===== config.mk =====
export PLATFORM = sky130hd
export DESIGN_NAME = uart_tx_port_flat
export DESIGN_NICKNAME = d
export VERILOG_FILES = /design/src/rtl/uart_tx_port_if.sv /design/src/rtl/uart_tx_port.sv /design/src/flat_wrapper.sv
export SDC_FILE = /design/constraint.sdc
export NUM_CORES = 1
export LEC_CHECK = 0
export ABC_AREA = 1
export CAP_MARGIN = 0
export CORE_UTILIZATION = 54
export CTS_BUF_LIST = sky130_fd_sc_hd__clkbuf_2 sky130_fd_sc_hd__clkbuf_4 sky130_fd_sc_hd__clkbuf_8
export CTS_CLUSTER_SIZE = 14
export DETAILED_ROUTE_END_ITERATION = 8
export MAX_ROUTING_LAYER = met4
export PLACE_DENSITY = 0.83
export SETUP_SLACK_MARGIN = 0.02
export SKIP_CTS_REPAIR_TIMING = 1
export SLEW_MARGIN = 20
export SYNTH_ARGS = -nofsm -noshare
export SYNTH_HDL_FRONTEND = slang
export SYNTH_SLANG_ARGS = --single-unit

===== constraint.sdc =====
create_clock -name clk -period 3.17 [get_ports clk]
set_input_delay 0.7925 -clock clk [delete_from_list [all_inputs] [get_ports clk]]
set_output_delay 0.7925 -clock clk [all_outputs]
set_load 0.005 [all_outputs]

===== src/rtl/uart_tx_port_if.sv =====
// Processor data-memory bus as seen by the UART transmit port.
// The processor drives address/data/strobe; the port returns the status read value.
interface uart_tx_port_if;
    logic [15:0] mem_addr;
    logic [15:0] mem_write_value;
    logic        mem_write_enable;
    logic [15:0] read_value;

    modport master (
        output mem_addr,
        output mem_write_value,
        output mem_write_enable,
        input  read_value
    );

    modport slave (
        input  mem_addr,
        input  mem_write_value,
        input  mem_write_enable,
        output read_value
    );
endinterface


===== src/rtl/uart_tx_port.sv =====
// Memory-mapped UART transmitter: 4-entry byte FIFO feeding an 8N1 serializer.
// Data register at BASE_ADDR, status register (read; write clears overflow) at BASE_ADDR+1.
module uart_tx_port #(
    parameter int          CLOCKS_PER_BIT = 16,
    parameter logic [15:0] BASE_ADDR      = 16'hFFF0
) (
    input  logic           clk,
    input  logic           reset,
    uart_tx_port_if.slave  bus,
    output logic           uart_tx,
    output logic           tx_busy,
    output logic           fifo_full
);
    typedef enum logic [1:0] {IDLE, START, DATA, STOP} state_t;

    localparam logic [15:0] STAT_ADDR = BASE_ADDR + 16'd1;
    localparam logic [15:0] BAUD_LAST = 16'(CLOCKS_PER_BIT - 1);

    state_t      state_q, state_d;
    logic [7:0]  mem_q [4];
    logic [7:0]  mem_d [4];
    logic [1:0]  wr_ptr_q, wr_ptr_d;
    logic [1:0]  rd_ptr_q, rd_ptr_d;
    logic [2:0]  count_q, count_d;
    logic        overflow_q, overflow_d;
    logic [7:0]  shift_q, shift_d;
    logic [2:0]  bit_idx_q, bit_idx_d;
    logic [15:0] baud_q, baud_d;
    logic        uart_tx_q, uart_tx_d;

    logic push_req, clr_req, push, pop, bit_end;
    logic unused_hi;

    assign unused_hi = ^bus.mem_write_value[15:8];
    assign push_req  = bus.mem_write_enable && (bus.mem_addr == BASE_ADDR);
    assign clr_req   = bus.mem_write_enable && (bus.mem_addr == STAT_ADDR);
    assign bit_end   = (baud_q == BAUD_LAST);

    always_comb begin
        state_d    = state_q;
        mem_d      = mem_q;
        wr_ptr_d   = wr_ptr_q;
        rd_ptr_d   = rd_ptr_q;
        count_d    = count_q;
        overflow_d = overflow_q;
        shift_d    = shift_q;
        bit_idx_d  = bit_idx_q;
        baud_d     = baud_q;
        uart_tx_d  = 1'b1;
        pop        = 1'b0;

        // uart_tx follows the current state, so the line lags the FSM by one cycle
        case (state_q)
            IDLE: begin
                uart_tx_d = 1'b1;
                if (count_q != 3'd0) begin
                    pop     = 1'b1;
                    state_d = START;
                    baud_d  = 16'd0;
                end
            end
            START: begin
                uart_tx_d = 1'b0;
                if (bit_end) begin
                    state_d   = DATA;
                    bit_idx_d = 3'd0;
                    baud_d    = 16'd0;
                end else begin
                    baud_d = baud_q + 16'd1;
                end
            end
            DATA: begin
                uart_tx_d = shift_q[0];
                if (bit_end) begin
                    baud_d  = 16'd0;
                    shift_d = {1'b0, shift_q[7:1]};
                    if (bit_idx_q == 3'd7) state_d = STOP;
                    else bit_idx_d = bit_idx_q + 3'd1;
                end else begin
                    baud_d = baud_q + 16'd1;
                end
            end
            STOP: begin
                uart_tx_d = 1'b1;
                if (bit_end) begin
                    baud_d = 16'd0;
                    if (count_q != 3'd0) begin
                        pop     = 1'b1;
                        state_d = START;
                    end else begin
                        state_d = IDLE;
                    end
                end else begin
                    baud_d = baud_q + 16'd1;
                end
            end
            default: state_d = IDLE;
        endcase

        if (pop) begin
            shift_d  = mem_q[rd_ptr_q];
            rd_ptr_d = rd_ptr_q + 2'd1;
        end

        // a pop in the same cycle frees the slot, so a full FIFO still accepts
        push = push_req && ((count_q != 3'd4) || pop);
        if (push) begin
            mem_d[wr_ptr_q] = bus.mem_write_value[7:0];
            wr_ptr_d        = wr_ptr_q + 2'd1;
        end

        count_d = count_q + 3'(push) - 3'(pop);

        if (clr_req)              overflow_d = 1'b0;
        else if (push_req && !push) overflow_d = 1'b1;
    end

    always_ff @(posedge clk) begin
        if (reset) begin
            state_q    <= IDLE;
            wr_ptr_q   <= 2'd0;
            rd_ptr_q   <= 2'd0;
            count_q    <= 3'd0;
            overflow_q <= 1'b0;
            shift_q    <= 8'd0;
            bit_idx_q  <= 3'd0;
            baud_q     <= 16'd0;
            uart_tx_q  <= 1'b1;
        end else begin
            state_q    <= state_d;
            mem_q      <= mem_d;
            wr_ptr_q   <= wr_ptr_d;
            rd_ptr_q   <= rd_ptr_d;
            count_q    <= count_d;
            overflow_q <= overflow_d;
            shift_q    <= shift_d;
            bit_idx_q  <= bit_idx_d;
            baud_q     <= baud_d;
            uart_tx_q  <= uart_tx_d;
        end
    end

    assign uart_tx   = uart_tx_q;
    assign tx_busy   = (state_q != IDLE);
    assign fifo_full = (count_q == 3'd4);

    assign bus.read_value = (bus.mem_addr == STAT_ADDR)
                          ? {12'd0, (count_q == 3'd0), overflow_q, tx_busy, fifo_full}
                          : 16'd0;
endmodule


===== src/flat_wrapper.sv =====
// flat-port wrapper written by rule: the top's interface ports become plain ports
module uart_tx_port_flat 
#(
    parameter int          CLOCKS_PER_BIT = 16,
    parameter logic [15:0] BASE_ADDR      = 16'hFFF0
)
  (clk, reset, uart_tx, tx_busy, fifo_full, bus_mem_addr, bus_mem_write_value, bus_mem_write_enable, bus_read_value);
  uart_tx_port_if bus_i ();
  input  logic clk;
  input  logic reset;
  output logic uart_tx;
  output logic tx_busy;
  output logic fifo_full;
  input wire logic [$bits(bus_i.mem_addr)-1:0] bus_mem_addr;
  input wire logic [$bits(bus_i.mem_write_value)-1:0] bus_mem_write_value;
  input wire logic [$bits(bus_i.mem_write_enable)-1:0] bus_mem_write_enable;
  output wire logic [$bits(bus_i.read_value)-1:0] bus_read_value;
  assign bus_i.mem_addr = bus_mem_addr;
  assign bus_i.mem_write_value = bus_mem_write_value;
  assign bus_i.mem_write_enable = bus_mem_write_enable;
  assign bus_read_value = bus_i.read_value;
  uart_tx_port #(.CLOCKS_PER_BIT(CLOCKS_PER_BIT), .BASE_ADDR(BASE_ADDR)) u_core (.clk(clk), .reset(reset), .bus(bus_i), .uart_tx(uart_tx), .tx_busy(tx_busy), .fifo_full(fifo_full));
endmodule

* Word level (Yosys, flattened, before mapping)
Cells that the tools add are included.
Word-level totals: bits in read-only memories 0, bits of input ports 35, memories 0, register bits after elaboration 70, memory bits (writable) 0, latch bits 0, output and inout port bits 19
Cells by class: bitwise logic cells 3, mux-type cells 28, equal/unequal tests 15, reduce and logical (&&, ||, !) cells 21, shifts and indexed selects 0, order comparisons 3, div/mod/pow operators 0, add/subtract/negate cells 6, $mul 0
Operators by type and width (count):
- 8-bit two-way mux | 6
- 32-bit bitwise mux | 1
- 16-bit equality test, second input constant | 2
- 16-bit two-way mux | 2
- 16-bit case mux with 2 select lines | 1
- 16-bit by 1-bit adder with 16-bit output, second input constant | 1
- 8-bit binary-select mux with 2-bit select | 1
- 8-bit demux with 2-bit select | 1
- 16-bit by 4-bit equality test with 1-bit output, second input constant | 1
- 2-bit two-way mux | 5
- 2-bit by 1-bit != test with 1-bit output, second input constant | 5
- 3-bit two-way mux | 3
- 2-bit case mux with 4 select lines | 1
- 2-bit nonzero test | 4
- 3-bit equality test, second input constant | 2
- 3-bit greater-or-equal comparator, second input constant | 2
- 2-bit NOT with 3-bit output | 2
- 3-bit case mux with 2 select lines | 1
- 1-bit logical AND | 5
- 5-bit AND reduction | 1
- 2-bit by 1-bit adder with 2-bit output, second input constant | 2
- 2-bit equality test, second input constant | 2
- 4-bit two-way mux | 1
- 2-bit AND reduction | 2
- other kinds (19) | 22

* Longest topological paths before layout
Gate-level depths: netlist (run 1).
depth in word-level cells 8, depth in mapped cells 15, gate-level depth less buffers 14

* Worst setup path after synthesis (run 1)
Ideal clock, no wire load.
path type input to register, start input port bus_mem_addr[3], end register u_core.mem_q[10] in the netlist's numbering (enable), path slack 830 ps, buffers on the path 0, data arrival time 1970 ps, data required time 2799 ps, stages 8, path through nor2_1 -> nand3_1 -> nor2_1 -> nand2_1 -> nor2_1 -> a21boi_2 -> nand2_2 -> nor2_1
Between the ends: cells in the longest elaborated chain, start to end 4
RTL lines:
- from (decl) | RTL line flat_wrapper.sv:14 | input wire logic [$bits(bus_i.mem_addr)-1:0] bus_mem_addr;
- 16-bit equality test | RTL line uart_tx_port.sv:35 | assign push_req = bus.mem_write_enable && (bus.mem_addr == BASE_ADDR);
- 1-bit logical AND | RTL line uart_tx_port.sv:35
- 1-bit logical AND | RTL line uart_tx_port.sv:106 | push = push_req && ((count_q != 3'd4) || pop);
- 2-bit AND reduction (no line)
- to (signal assigned) | RTL line uart_tx_port.sv:131 | mem_q <= mem_d;
- to (decl) | RTL line uart_tx_port.sv:20 | logic [7:0] mem_q [4];
Every way passes these cells. A chain may end at the register's enable or synchronous reset.

* Final worst setup path (run 1)
start input port bus_mem_addr[3], end output port bus_read_value[3]
Between the ends: cells in the longest elaborated chain, start to end 2
RTL lines:
- 16-bit equality test | RTL line uart_tx_port.sv:147 | assign bus.read_value = (bus.mem_addr == STAT_ADDR)
- 4-bit two-way mux | RTL line uart_tx_port.sv:148 | ? {12'd0, (count_q == 3'd0), overflow_q, tx_busy, fifo_full}
- to (decl) | RTL line flat_wrapper.sv:17 | output wire logic [$bits(bus_i.read_value)-1:0] bus_read_value;
Every way passes these cells.

==> out/results.ini, run 1 <==
[outcome]
outcome=finished, violations left
violations=DRC

[layout]
syn_to_final_growth_pct=17.1
fin_cells=583
seqCellArea_um2=1720
final_common_cell=nand2_1
fin_util_pct=66.2
fin_nets=551
layout_common_cells=78 x nand2_1, 77 x nor2_1, 56 x inv_1
drive_above_1_share_pct=9.49
fin_area_um2=4250
multi_input_area_um2=1600
diodes=0
fillers=524

[logic_synthesis]
ys_types=37
yosysSeqAreaShare_pct=47.4
netlist_area_um2=3630
yosys-top-cells-area=edfxtp_1 26%, dfxtp_1 21%, nor2_1 8.3%, nand2_1 8.1%, inv_1 5.8%
synth_top_family_by_area=simple AND/OR/NAND/NOR gates
synthMuxAreaShare_pct=0
synth_compound_area_share_pct=11.3
synth_top_area_cell=edfxtp_1
yosys_register_bits=70
synth_warnings=0
syn_avg_cell_area_um2=7.95
synth_top_area_share_pct=26.4
synthAdderAreaFrac_pct=5.37
synth_xor_area_share_pct=0.482
synthSimpleGateAreaFrac_pct=25.3
syn_inst=457

[pwr]
p_int_mw=1.68
p_seq_share_pct=39.2
power.density_nw_per_um2=668
peakVddDrop_uv=407
sw_frac_of_total_pct=40.8
total_power_mw=2.84
share_comb_of_total_power_pct=35.9
pwr-share-clk_pct=24.8
p_leak_nw=1.74
switching_power_mw=1.16

[setup_path]
reg2reg_to=u_core.count_q[2]
end_kind=output port
slowest_delay_ns=0.50
cp.arrival_ns=2.25
reg2reg_from=u_core.state_q[0]
crit_required_ns=2.38
cp_slowest_cell=clkdlybuf4s50_1
rrSetupSlack_ns=0.59
cp_cell_sequence=clkdlybuf4s50_1, nor2_1, nand3_1, nor2_2, nand3_2, nor2_1, clkdlybuf4s50_1
worstRegToRegCells=12
crit_type=in -> out
startpoint_type=input port
critPathMaxFanout=2

[timing]
final_hold_viol_count=0
final.setup.worst_slack_ns=0.129
min_period_ns=3.04
fmax_ghz=0.329
slew_violations=0
fin_skew_ns=0.00768
period_share_pct=95.9
rsz0062_at_grt=no
worst_pin_slew_ns=0.588
relSlewSlack_pct=60.5
setup_viol_count_final=0

[hold_path]
holdPathEnd=u_core.shift_q[5]
hp-class=reg -> reg
hold_depth=2
holdCritStartpoint=u_core.shift_q[5]

[place]
place_congestion=0.876
dp_hpwl_mm=5.40
port_buffers=33
pre_cts_ws_ns=-0.185
dp.cells=564
placed_cell_area_um2=4020

[grt]
grt_start_max_net_pins=21
grt_pass1_wl_mm=12.9
grt_pass1_vias=2961
antenna_found_initial=0
grt_overflow=0
gr-usage-all-layers_pct=23.9

[route]
drt_iter0_markers=131
drc=6
drt-total-wl_mm=7.73
first_pass_iters=7
num_vias=3043
avgRoutedWirePerCell_um=13.3
vias_per_cell=5.22
antenna_left=0

[clocking]
cts_buffers=9
tritoncts=done
ctsLongestPathBuffers=2
clk_latency_ns=0.36
h-tree-depth=3
numClockSinks=70
root_buffer=clkbuf_8
clkTransAtPathRegs_ns=0.09

[die]
ios=54
dieArea_um2=7060
rows=29
core-area_um2=6420
fp.dieH_um=84.0
die_w_um=84.0
start_util_pct=56.6

[flow_run]
max_cap_violations=0

## worst max-delay path, delay by kind of cell
kind	cells	cell delay, ns
buffers and inverters	2	0.90
AND/OR/NAND/NOR	5	0.56
## how the worst max path moves through the flow
stage                startpoint                end  slack (ns)  cells after the start
2_1_floorplan   bus_mem_addr[3]   u_core.mem_q[10]        0.83                      8
3_3_place_gp   bus_mem_addr[14]  bus_read_value[0]        -0.1                      6
3_5_place_dp    bus_mem_addr[3]  bus_read_value[0]       -0.18                      7
4_1_cts         bus_mem_addr[3]  bus_read_value[0]       -0.19                      7
5_1_grt         bus_mem_addr[3]  bus_read_value[3]        0.04                      7
6_report        bus_mem_addr[3]  bus_read_value[3]        0.13                      7
## Yosys cell counts
cell and count:
nand2_4 2, nand2_2 1, nand3_2 2, nor4_1 1, nor2_1 80, a21boi_2 1
xor2_1 2, a21oi_1 25, buf_4 12, nor2_4 2, clkbuf_1 4, a21boi_1 1
nand3b_1 1, fa_1 1, clkinv_1 1, a21oi_2 3, nor2_2 2, nand4_1 6
buf_1 1, ha_1 14, conb_1 1, o31ai_1 1, inv_2 1, nand2_1 78
buf_2 5, dfxtp_1 38, inv_1 56, a31oi_1 2, o21ai_0 35, o22ai_1 6
edfxtp_1 32, and3_1 1, nand3_1 32, o21ai_2 1, nor3_1 4, or2_2 1
buf_6 1
## cells by family (layout without fill, tap and decap cells)
logic type / count (synthesis) / in the layout
AND/OR/NAND/NOR: 213 / 213
buffers and inverters: 81 / 119
AO/OA/AOI/OAI: 75 / 75
flip-flops: 70 / 70
adder cells (fa/ha/maj): 15 / 15
XOR/XNOR: 2 / 2
other: 1 / 12
## cell type report
type | count | area share, %
Timing Repair Buffer | 45 | 10.1
Multi-Input combinational cell | 317 | 37.7
Clock buffer | 9 | 2.91
Clock inverter | 7 | 1.50
Sequential cell | 70 | 40.5
Inverter | 58 | 5.12
Tap cell | 77 | 2.26
## state kept, by name (all words and copies together), names as in the netlist
register           count
u_core.mem_q          32
u_core.baud_q         16
u_core.shift_q         8
u_core.bit_idx_q       3
u_core.count_q         3
u_core.rd_ptr_q        2
u_core.state_q         2
u_core.wr_ptr_q        2
u_core.overflow_q      1
u_core.uart_tx         1
## power by group through the flow
stage | Sequential (mW) | Clock (mW) | Combinational (mW)
floorplan | 1.10 | 0 | 0.796
global placement | 1.13 | 0 | 0.966
detailed placement | 1.13 | 0 | 1.01
CTS | 1.11 | 0.710 | 1.01
global route | 1.13 | 0.753 | 1.16
finish | 1.12 | 0.706 | 1.02
## through the flow
step	hold WS, ns	setup TNS, ns
2_1_floorplan	0.432	0
3_3_place_gp	0.446	-0.152
3_5_place_dp	0.452	-0.384
4_1_cts	0.464	-0.394
5_1_grt	0.487	0
6_report	0.468	0
## layer usage
layer | part of all wire [%] | track usage, %
met1 | 41 | 26.9
met2 | 52 | 41.4
met3 | 4.9 | 4.15
met4 | 2.1 | 11.0
met5 | 0 | -
Note: power is estimated with default switching activity, not from simulation.
==> inputs of run 2 (changes only) <==
--- a/config.mk
+++ b/config.mk
@@ -15,7 +15,6 @@
 export PLACE_DENSITY = 0.83
 export SETUP_SLACK_MARGIN = 0.02
 export SKIP_CTS_REPAIR_TIMING = 1
-export SLEW_MARGIN = 20
 export SYNTH_ARGS = -nofsm -noshare
 export SYNTH_HDL_FRONTEND = slang
 export SYNTH_SLANG_ARGS = --single-unit
==> results of run 2 <==
No change in the layout: final DEF, timing and power equal those of run 1.
==> inputs of run 3 (changes only) <==
--- a/config.mk
+++ b/config.mk
@@ -9,6 +9,7 @@
 export CAP_MARGIN = 0
 export CORE_UTILIZATION = 54
 export CTS_BUF_LIST = sky130_fd_sc_hd__clkbuf_2 sky130_fd_sc_hd__clkbuf_4 sky130_fd_sc_hd__clkbuf_8
+export CTS_CLUSTER_DIAMETER = 100
 export CTS_CLUSTER_SIZE = 14
 export DETAILED_ROUTE_END_ITERATION = 8
 export MAX_ROUTING_LAYER = met4
==> results of run 3 <==
No change in the layout: final DEF, timing and power equal those of run 1.
